[src/rtl/cci_mpf_csrs_pkg.sv]
// Shared types for the MPF CSR manager: VTP event indices, clear mask and
// 64-bit host-visible counter words.
package cci_mpf_csrs_pkg;

  localparam int NUM_VTP_EVENTS = 5;

  typedef enum logic [2:0] {
    E_4KB_HIT      = 3'd0,
    E_4KB_MISS     = 3'd1,
    E_2MB_HIT      = 3'd2,
    E_2MB_MISS     = 3'd3,
    E_PT_WALK_BUSY = 3'd4
  } t_cci_mpf_vtp_event_idx;

  typedef logic [NUM_VTP_EVENTS-1:0] t_cci_mpf_vtp_event_mask;
  typedef logic [63:0]               t_cci_mpf_vtp_event_ctr;

endpackage

[src/rtl/cci_mpf_event_counter.sv]
// One VTP event counter with clear priority and freeze gating.
// CCI_MPF_VTP_EVENT_COUNTER_SATURATE_EN selects saturation plus a sticky flag in bit 63.
module cci_mpf_event_counter
  import cci_mpf_csrs_pkg::*;
#(
  parameter int COUNTER_BITS = 48
) (
  input  logic                   clk,
  input  logic                   reset_n,
  input  logic                   inc_i,
  input  logic                   freeze_i,
  input  logic                   clr_i,
  output t_cci_mpf_vtp_event_ctr value_o
);

  logic [COUNTER_BITS-1:0] cnt_q, cnt_d;
  logic                    do_inc;

  assign do_inc = inc_i & ~freeze_i;

`ifdef CCI_MPF_VTP_EVENT_COUNTER_SATURATE_EN
  logic sat_q, sat_d;

  // The flag records that at least one event was lost at the ceiling.
  always_comb begin
    cnt_d = cnt_q;
    sat_d = sat_q;
    if (clr_i) begin
      cnt_d = '0;
      sat_d = 1'b0;
    end else if (do_inc) begin
      if (&cnt_q) sat_d = 1'b1;
      else        cnt_d = cnt_q + COUNTER_BITS'(1);
    end
  end

  always_ff @(posedge clk or negedge reset_n) begin
    if (!reset_n) begin
      cnt_q <= '0;
      sat_q <= 1'b0;
    end else begin
      cnt_q <= cnt_d;
      sat_q <= sat_d;
    end
  end

  assign value_o = 64'(cnt_q) | {sat_q, 63'd0};
`else
  always_comb begin
    cnt_d = cnt_q;
    if (clr_i)       cnt_d = '0;
    else if (do_inc) cnt_d = cnt_q + COUNTER_BITS'(1);
  end

  always_ff @(posedge clk or negedge reset_n) begin
    if (!reset_n) cnt_q <= '0;
    else          cnt_q <= cnt_d;
  end

  assign value_o = 64'(cnt_q);
`endif

endmodule

[src/rtl/cci_mpf_shim_vtp_event_counters.sv]
// VTP event statistics: registered event inputs, one counter per event, indexed
// read with one-cycle latency and masked clear (see CCI_MPF_VTP_EVENT_COUNTER_SATURATE_EN).
module cci_mpf_shim_vtp_event_counters
  import cci_mpf_csrs_pkg::*;
#(
  parameter int COUNTER_BITS = 48,
  parameter int NUM_EVENTS   = NUM_VTP_EVENTS
) (
  input  logic                    clk,
  input  logic                    reset_n,
  input  logic                    ev_4kb_hit,
  input  logic                    ev_4kb_miss,
  input  logic                    ev_2mb_hit,
  input  logic                    ev_2mb_miss,
  input  logic                    ev_pt_walk_busy,
  input  logic                    freeze,
  input  logic                    clr_valid,
  input  t_cci_mpf_vtp_event_mask clr_mask,
  input  logic                    rd_req_valid,
  input  logic [2:0]              rd_req_idx,
  output logic                    rd_rsp_valid,
  output t_cci_mpf_vtp_event_ctr  rd_rsp_data,
  output logic [2:0]              rd_rsp_idx
);

  if (NUM_EVENTS != NUM_VTP_EVENTS) begin : g_bad_num_events
    $error("NUM_EVENTS must equal NUM_VTP_EVENTS");
  end
`ifdef CCI_MPF_VTP_EVENT_COUNTER_SATURATE_EN
  if (COUNTER_BITS < 1 || COUNTER_BITS > 63) begin : g_bad_counter_bits
    $error("COUNTER_BITS must be 1..63 when saturating");
  end
`else
  if (COUNTER_BITS < 1 || COUNTER_BITS > 64) begin : g_bad_counter_bits
    $error("COUNTER_BITS must be 1..64");
  end
`endif

  t_cci_mpf_vtp_event_mask ev_d, ev_q;
  logic                    frz_q;
  t_cci_mpf_vtp_event_ctr  ctr_val [NUM_VTP_EVENTS];

  logic                    rsp_valid_q;
  t_cci_mpf_vtp_event_ctr  rsp_data_q, rsp_data_d;
  logic [2:0]              rsp_idx_q;

  always_comb begin
    ev_d                      = '0;
    ev_d[int'(E_4KB_HIT)]      = ev_4kb_hit;
    ev_d[int'(E_4KB_MISS)]     = ev_4kb_miss;
    ev_d[int'(E_2MB_HIT)]      = ev_2mb_hit;
    ev_d[int'(E_2MB_MISS)]     = ev_2mb_miss;
    ev_d[int'(E_PT_WALK_BUSY)] = ev_pt_walk_busy;
  end

  // Freeze travels with its events so it discards exactly the pulses it overlapped.
  always_ff @(posedge clk or negedge reset_n) begin
    if (!reset_n) begin
      ev_q  <= '0;
      frz_q <= 1'b0;
    end else begin
      ev_q  <= ev_d;
      frz_q <= freeze;
    end
  end

  for (genvar gi = 0; gi < NUM_VTP_EVENTS; gi++) begin : g_ctr
    cci_mpf_event_counter #(
      .COUNTER_BITS(COUNTER_BITS)
    ) u_ctr (
      .clk     (clk),
      .reset_n (reset_n),
      .inc_i   (ev_q[gi]),
      .freeze_i(frz_q),
      .clr_i   (clr_valid & clr_mask[gi]),
      .value_o (ctr_val[gi])
    );
  end

  always_comb begin
    rsp_data_d = '0;
    for (int i = 0; i < NUM_VTP_EVENTS; i++) begin
      if (rd_req_idx == 3'(i)) rsp_data_d = ctr_val[i];
    end
  end

  // Data and index hold between responses; only the valid bit pulses.
  always_ff @(posedge clk or negedge reset_n) begin
    if (!reset_n) begin
      rsp_valid_q <= 1'b0;
      rsp_data_q  <= '0;
      rsp_idx_q   <= '0;
    end else begin
      rsp_valid_q <= rd_req_valid;
      if (rd_req_valid) begin
        rsp_data_q <= rsp_data_d;
        rsp_idx_q  <= rd_req_idx;
      end
    end
  end

  assign rd_rsp_valid = rsp_valid_q;
  assign rd_rsp_data  = rsp_data_q;
  assign rd_rsp_idx   = rsp_idx_q;

endmodule

[config.mk]
export PLATFORM = sky130hd
export DESIGN_NAME = cci_mpf_shim_vtp_event_counters
export DESIGN_NICKNAME = d
export VERILOG_FILES = /design/src/rtl/cci_mpf_csrs_pkg.sv /design/src/rtl/cci_mpf_event_counter.sv /design/src/rtl/cci_mpf_shim_vtp_event_counters.sv
export SDC_FILE = /design/constraint.sdc
export NUM_CORES = 1
export LEC_CHECK = 0
export CAP_MARGIN = 20
export CORE_MARGIN = 3
export CORE_UTILIZATION = 32
export CTS_BUF_LIST = sky130_fd_sc_hd__clkbuf_8
export CTS_CLUSTER_SIZE = 30
export DETAILED_ROUTE_END_ITERATION = 16
export PLACE_DENSITY = 0.53
export SYNTH_ARGS = -nofsm -noshare
export SYNTH_HDL_FRONTEND = slang
export SYNTH_HIERARCHICAL = 1
export SYNTH_SLANG_ARGS = --single-unit
export TNS_END_PERCENT = 5
[constraint.sdc]
create_clock -name clk -period 2.1 [get_ports clk]
set_input_delay 0.42 -clock clk [delete_from_list [all_inputs] [get_ports clk]]
set_output_delay 0.42 -clock clk [all_outputs]
set_load 0.05 [all_outputs]
; ---- After elaboration in Yosys (flattened, before gate mapping)
; Cells that the tools add are included.
; W data, S select, Z words.
[op_classes]
eq_ne = 4
order_cmp = 0
n_addsub = 5
n_div = 0
n_shift = 0
mul = 0
n_reduce_logical = 6
bitwise_logic = 11
muxes = 15
[ops]
columns = operator, n
row1 = $mux W48, 13
row2 = $add A48 B1 Y48 const B, 5
row3 = $mux W64, 2
row4 = $and A1 B1 Y1, 10
row5 = $reduce_bool A2 Y1, 5
row6 = $eq A3 B2 Y1 const B, 2
row7 = $eq A3 B1 Y1 const B, 1
row8 = $eq A3 B3 Y1 const B, 1
row9 = $logic_not A3 Y1, 1
row10 = $not A1 Y1, 1
[word_totals]
input_bits = 18
romBits = 0
ff_bits = 314
out_inout_bits = 68
mem_bits_rw = 0
latchBits = 0
word_cells = 51
mem_count = 0

; ---- Longest topological paths before layout
[depth]
depth_word = 6
depth_mapped = 7
depth_no_buf = 6

; ---- Hierarchy
; The synthesis kept the hierarchy.
[modules_own_cells]
columns = mod, n_inst, cells_each, area_per_inst_um2, seq_area_each_um2
row1 = cci_mpf_event_counter at g_ctr[0].u_ctr ..., 4, 299, 2697.6, 1201.2
row2 = cci_mpf_shim_vtp_event_counters, 1, 598, 5088.6, 1851.8
row3 = cci_mpf_event_counter at g_ctr[2].u_ctr, 1, 290, 2731.4, 1201.2

; ---- Least setup slack after synthesis
; No wires, ideal clock.
[synth_path]
kind = reg-to-reg
from = reg g_ctr[4].u_ctr.cnt_q[19]
to = reg g_ctr[4].u_ctr.cnt_q[39]
stages_incl_launch_ff = 7
setup_ns = 0.078
required_ns = 2.022
slack_ns = -0.137
arrival_ns = 2.159
n_path_buf = 1
synth_period_minus_slack_ns = 2.237
cell_sequence = dfrtp_1 > nand3_2 > or4_4 > buf_6 > or3_1 > or4_1 > a21oi_1
[synth_via]
elab_chain_cells = 3
[synth_lines]
columns = element, line_no
row1 = from (decl), cci_mpf_event_counter.sv:16  ; logic [COUNTER_BITS-1:0] cnt_q, cnt_d;
row2 = from (signal assigned), cci_mpf_event_counter.sv:57  ; else cnt_q <= cnt_d;
row3 = $add A48 B1 Y48, cci_mpf_event_counter.sv:52  ; else if (do_inc) cnt_d = cnt_q + COUNTER_BITS'(1);
row4 = $mux W48, cci_mpf_event_counter.sv:52
row5 = $mux W48, cci_mpf_event_counter.sv:51  ; if (clr_i) cnt_d = '0;
; Every way passes these cells. The select of a mux whose other input is x is not followed.
; A chain may end at the register's enable or synchronous reset.

; ---- Final worst setup path
[layout_path]
from = reg g_ctr[1].u_ctr.cnt_q[3]
to = reg g_ctr[1].u_ctr.cnt_q[47]
[layout_via]
elab_chain_cells = 3
[layout_lines]
columns = element, line_no
row1 = from (decl), cci_mpf_event_counter.sv:16
row2 = from (signal assigned), cci_mpf_event_counter.sv:57
row3 = $add A48 B1 Y48, cci_mpf_event_counter.sv:52
row4 = $mux W48, cci_mpf_event_counter.sv:52
row5 = $mux W48, cci_mpf_event_counter.sv:51
; Every way passes these cells. The select of a mux whose other input is x is not followed.

==> metrics.txt <==
met3 track utilization from global routing=3.090%; Critical Path End Type=flip-flop; Static Leak=10.09 nW; top area cells in the synthesized netlist=dfrtp_1 42%, xnor2_1 5.3%, nor2_1 4.5%; most used routing layer in global routing=met2; summed instance area of the synthesized netlist=0.01861 mm2; gpl congestion=0.9167; DR WL/cell=18.75 um; number of unique standard cell types used by synthesis=55; Core ar.=0.05693 mm2; Final Hold Vio Count=0; share of async-settable or async-resettable flops after synthesis=100.0%; buffers from clock root to sink, at most=3; cell depth of the worst hold path=1; site row count=87; Yosys warning count=6; detailed-routing iteration count for the pre-antenna-repair pass=6; RSZ-0062 raised after global routing=true; via count of the first global-routing pass=16,849; post-route design area=0.02397 mm2; net switching power figure=roughly 4.4 mW; number of design rule violations left after detail routing=0; post-detailed-route via-to-cell ratio=5.239; worst clock skew=48.57 ps; Rel. slew slack=57.48%; post-layout net count=2,470; area share of and/or/nand/nor cells after synthesis=26.46%; power density over the cells=609.4 mW/mm2; timing-limited maximum frequency=454.2 MHz; Final Max Slew Viols=0; synthesized area per cell=~8.9 um2; largest area contributor in the synthesized netlist=dfrtp_1; number of cells on the worst reg-to-reg path=5; TritonCTS clock tree=yes; starting DRC count in detailed routing=1,330; layout cell share with drive strength beyond 1=25.53%; Routed Wire Length=between 60 and 70 mm; cell with the most instances after synthesis=dfrtp_1; peak per-stage delay on the critical path=520 ps; all-layer global routing usage=19.84%; Initial Util=about a third; Logic pwr share=14.0%; fraction of the mapped netlist area in compound gates=11.48%; initial antenna violation count=2; cell count after synthesis=~2,100; adder and majority gate portion of the synthesized area=less than 1%; post-detailed-placement cell area=0.02224 mm2; measured slew at the worst slew-check pin=637.8 ps; final setup slack of the worst path=-101.5 ps; setup_tns=-1065 ps; Die X=about 250 um; crit path max-delay cell type=or4_4; dominant combinational cell family by area after synthesis=simple AND/OR/NAND/NOR gates; I/O Pins=86; Post-DP HPWL=44.97 mm; type of element launching the critical path=flip-flop; Skew-Pair Late Insertion Delay=690 ps; final critical path time including I/O delays and setup=2201 ps; number of cells in the design after placement=3,139; Clock Power Share=a little over two fifths; Max rail drop VDD=0.0004149 V; critical path data required time=2680 ps; xor and xnor fraction of the mapped netlist area=about 7.9%; fraction of the yosys area taken by sequential cells=~42%; global-route congestion overflow total=0; area delta synth->final=28.82%; multiplexer share of the synthesized area=4.753%; Flop pwr share=44.3%; met2 demand-to-capacity share in global routing=roughly a third; outcome=finished with violations; Clock Pin Slew Worst Setup and Hold Paths=around 60 ps; Min-Delay Path Class=primary input to flip-flop; worst hold slack after final layout=166.8 ps; Final Core Density=between 40% and 50%; total power after layout=14.61 mW; pre-CTS setup slack=-163.9 ps; switching share of total power=30.40%; number of max-cap violations=0; final count of negative-setup-slack endpoints=24; first-pass GRT wire length=95.74 mm; post-synthesis register bit count=314; Buffers on Ports=85; clock sink count=around 310; data arrival time of the critical path=roughly 2800 ps; crit path cell chain=nand4_4 -> or4_4 -> or3_4 -> or4_4 -> a21oi_2; number of routed nets with antenna violations=0; area share of the largest cell type after synthesis=42.22%; Die H=247.2 um; most frequent cells after synthesis=314 x dfrtp_1, 224 x nor2_1, 155 x nand2_1, 121 x a21oi_1, 112 x xnor2_1; Worst Setup Path Type=flip-flop to flip-flop; DR vias=about 17,000; number of flops mapped to enable cells by yosys=0; Finished Layout Cells=between 3,000 and 4,000; floorplan die area=0.06109 mm2; Max H-tree Level=2; internal power=10.17 mW; most prevalent standard cell on the critical path=or4_4; violated checks=negative setup slack; met1 layer usage reported by global route=a little over a quarter; dominant register cell in the synthesized netlist=dfrtp_1; Crit Path Max Fanout=6; clk root buf=clkbuf_8; share of the clock period used by the worst path after layout=104.8%; TritonCTS buffer count=58; maximum number of pins on one net before global-route repair=between 60 and 70
==> final cells by class <==
class	count	area, um2
multi-input cells	1627	10370
inverters	23	86.33
clock inverters	36	203.9
repair buffers	423	3501
flip-flops and latches	314	7870
fillers	5621	32960
well taps	756	945.9
clock buffers	72	991.0
diodes	2	5.005
==> critical path, delay by kind of cell (launching register included) <==
family / cells / cell delay, ps
AO/OA/AOI/OAI: 1 / 120
AND/OR/NAND/NOR: 4 / 1570
flip-flops: 1 / 400
==> power by group through the flow <==
stage	sequential (mW)	clock, mW	combinational [mW]
2_1_floorplan	7.09	0	0.760
3_3_place_gp	6.58	0	2.11
3_5_place_dp	6.58	0	2.13
4_1_cts	6.47	6.28	2.05
5_1_grt	6.50	6.54	2.20
6_report	6.47	6.09	2.04
==> worst paths after layout <==
kind | startpoint | endpoint | slack, ps
max | g_ctr[1].u_ctr/cnt_q[3]$_DFFE_PN0P_ | g_ctr[1].u_ctr/cnt_q[47]$_DFFE_PN0P_ | -100
min | ev_2mb_miss | ev_q[3]$_DFF_PN0_ | 170
max reg2reg | g_ctr[1].u_ctr/cnt_q[3]$_DFFE_PN0P_ | g_ctr[1].u_ctr/cnt_q[47]$_DFFE_PN0P_ | -100
min reg2reg | rd_rsp_idx[1]$_DFFE_PN0P_ | rd_rsp_idx[1]$_DFFE_PN0P_ | 500
max in group asynchronous | reset_n | g_ctr[4].u_ctr/cnt_q[24]$_DFFE_PN0P_ | 1190
min in group asynchronous | reset_n | g_ctr[1].u_ctr/cnt_q[6]$_DFFE_PN0P_ | 210
==> kinds of logic (layout without fill, tap and decap cells) <==
kind of cell    Yosys count  in the layout
xor+xnor                168            168
flops                   314            314
simple gates            915            915
mux                      79             79
compound gates          380            380
other cells               5             82
fa+ha+maj                 5              5
buf+inv                 218            554
==> routing by layer <==
metal | share of wire, % | vias to the layer above
met4 | 3.2 | 0
met5 | 0 | -
met1 | 45 | 8422
li1 | - | 8076
met2 | 47 | 427
met3 | 5.0 | 116
==> cells in the final DEF, fill, tap and decap left out, types with 41 or more instances in the layout <==
cell	n
buf_4	326
dfrtp_1	304
nor2_1	223
nand2_1	150
xnor2_1	110
a21oi_1	109
nand4_1	80
conb_1	80
clkbuf_8	72
o21ai_0	69
nand3_1	68
nand2b_1	66
o22ai_1	64
a31oi_1	64
xor2_1	56
dlygate4sd2_1	47
inv_1	45
mux2_2	41
nor3_1	41
==> flip-flops by register name (all words and copies together) (netlist names) <==
name,count
rd_rsp_idx,3
ev_q,5
rd_rsp_data,64
rd_rsp_valid,1
frz_q,1
g_ctr.u_ctr/cnt_q,240
==> timing repair <==
| action | CTS | global route |
|---|---|---|
| hold endpoints to repair | 186 | 0 |
| pin swaps | 3 | 17 |
| hold buffers | 1 | 0 |
| resized for setup | 107 | 76 |
| endpoints found under the setup margin | 115 | 87 |
| buffers inserted | 0 | 3 |
Note: power is estimated with default switching activity, not from simulation.
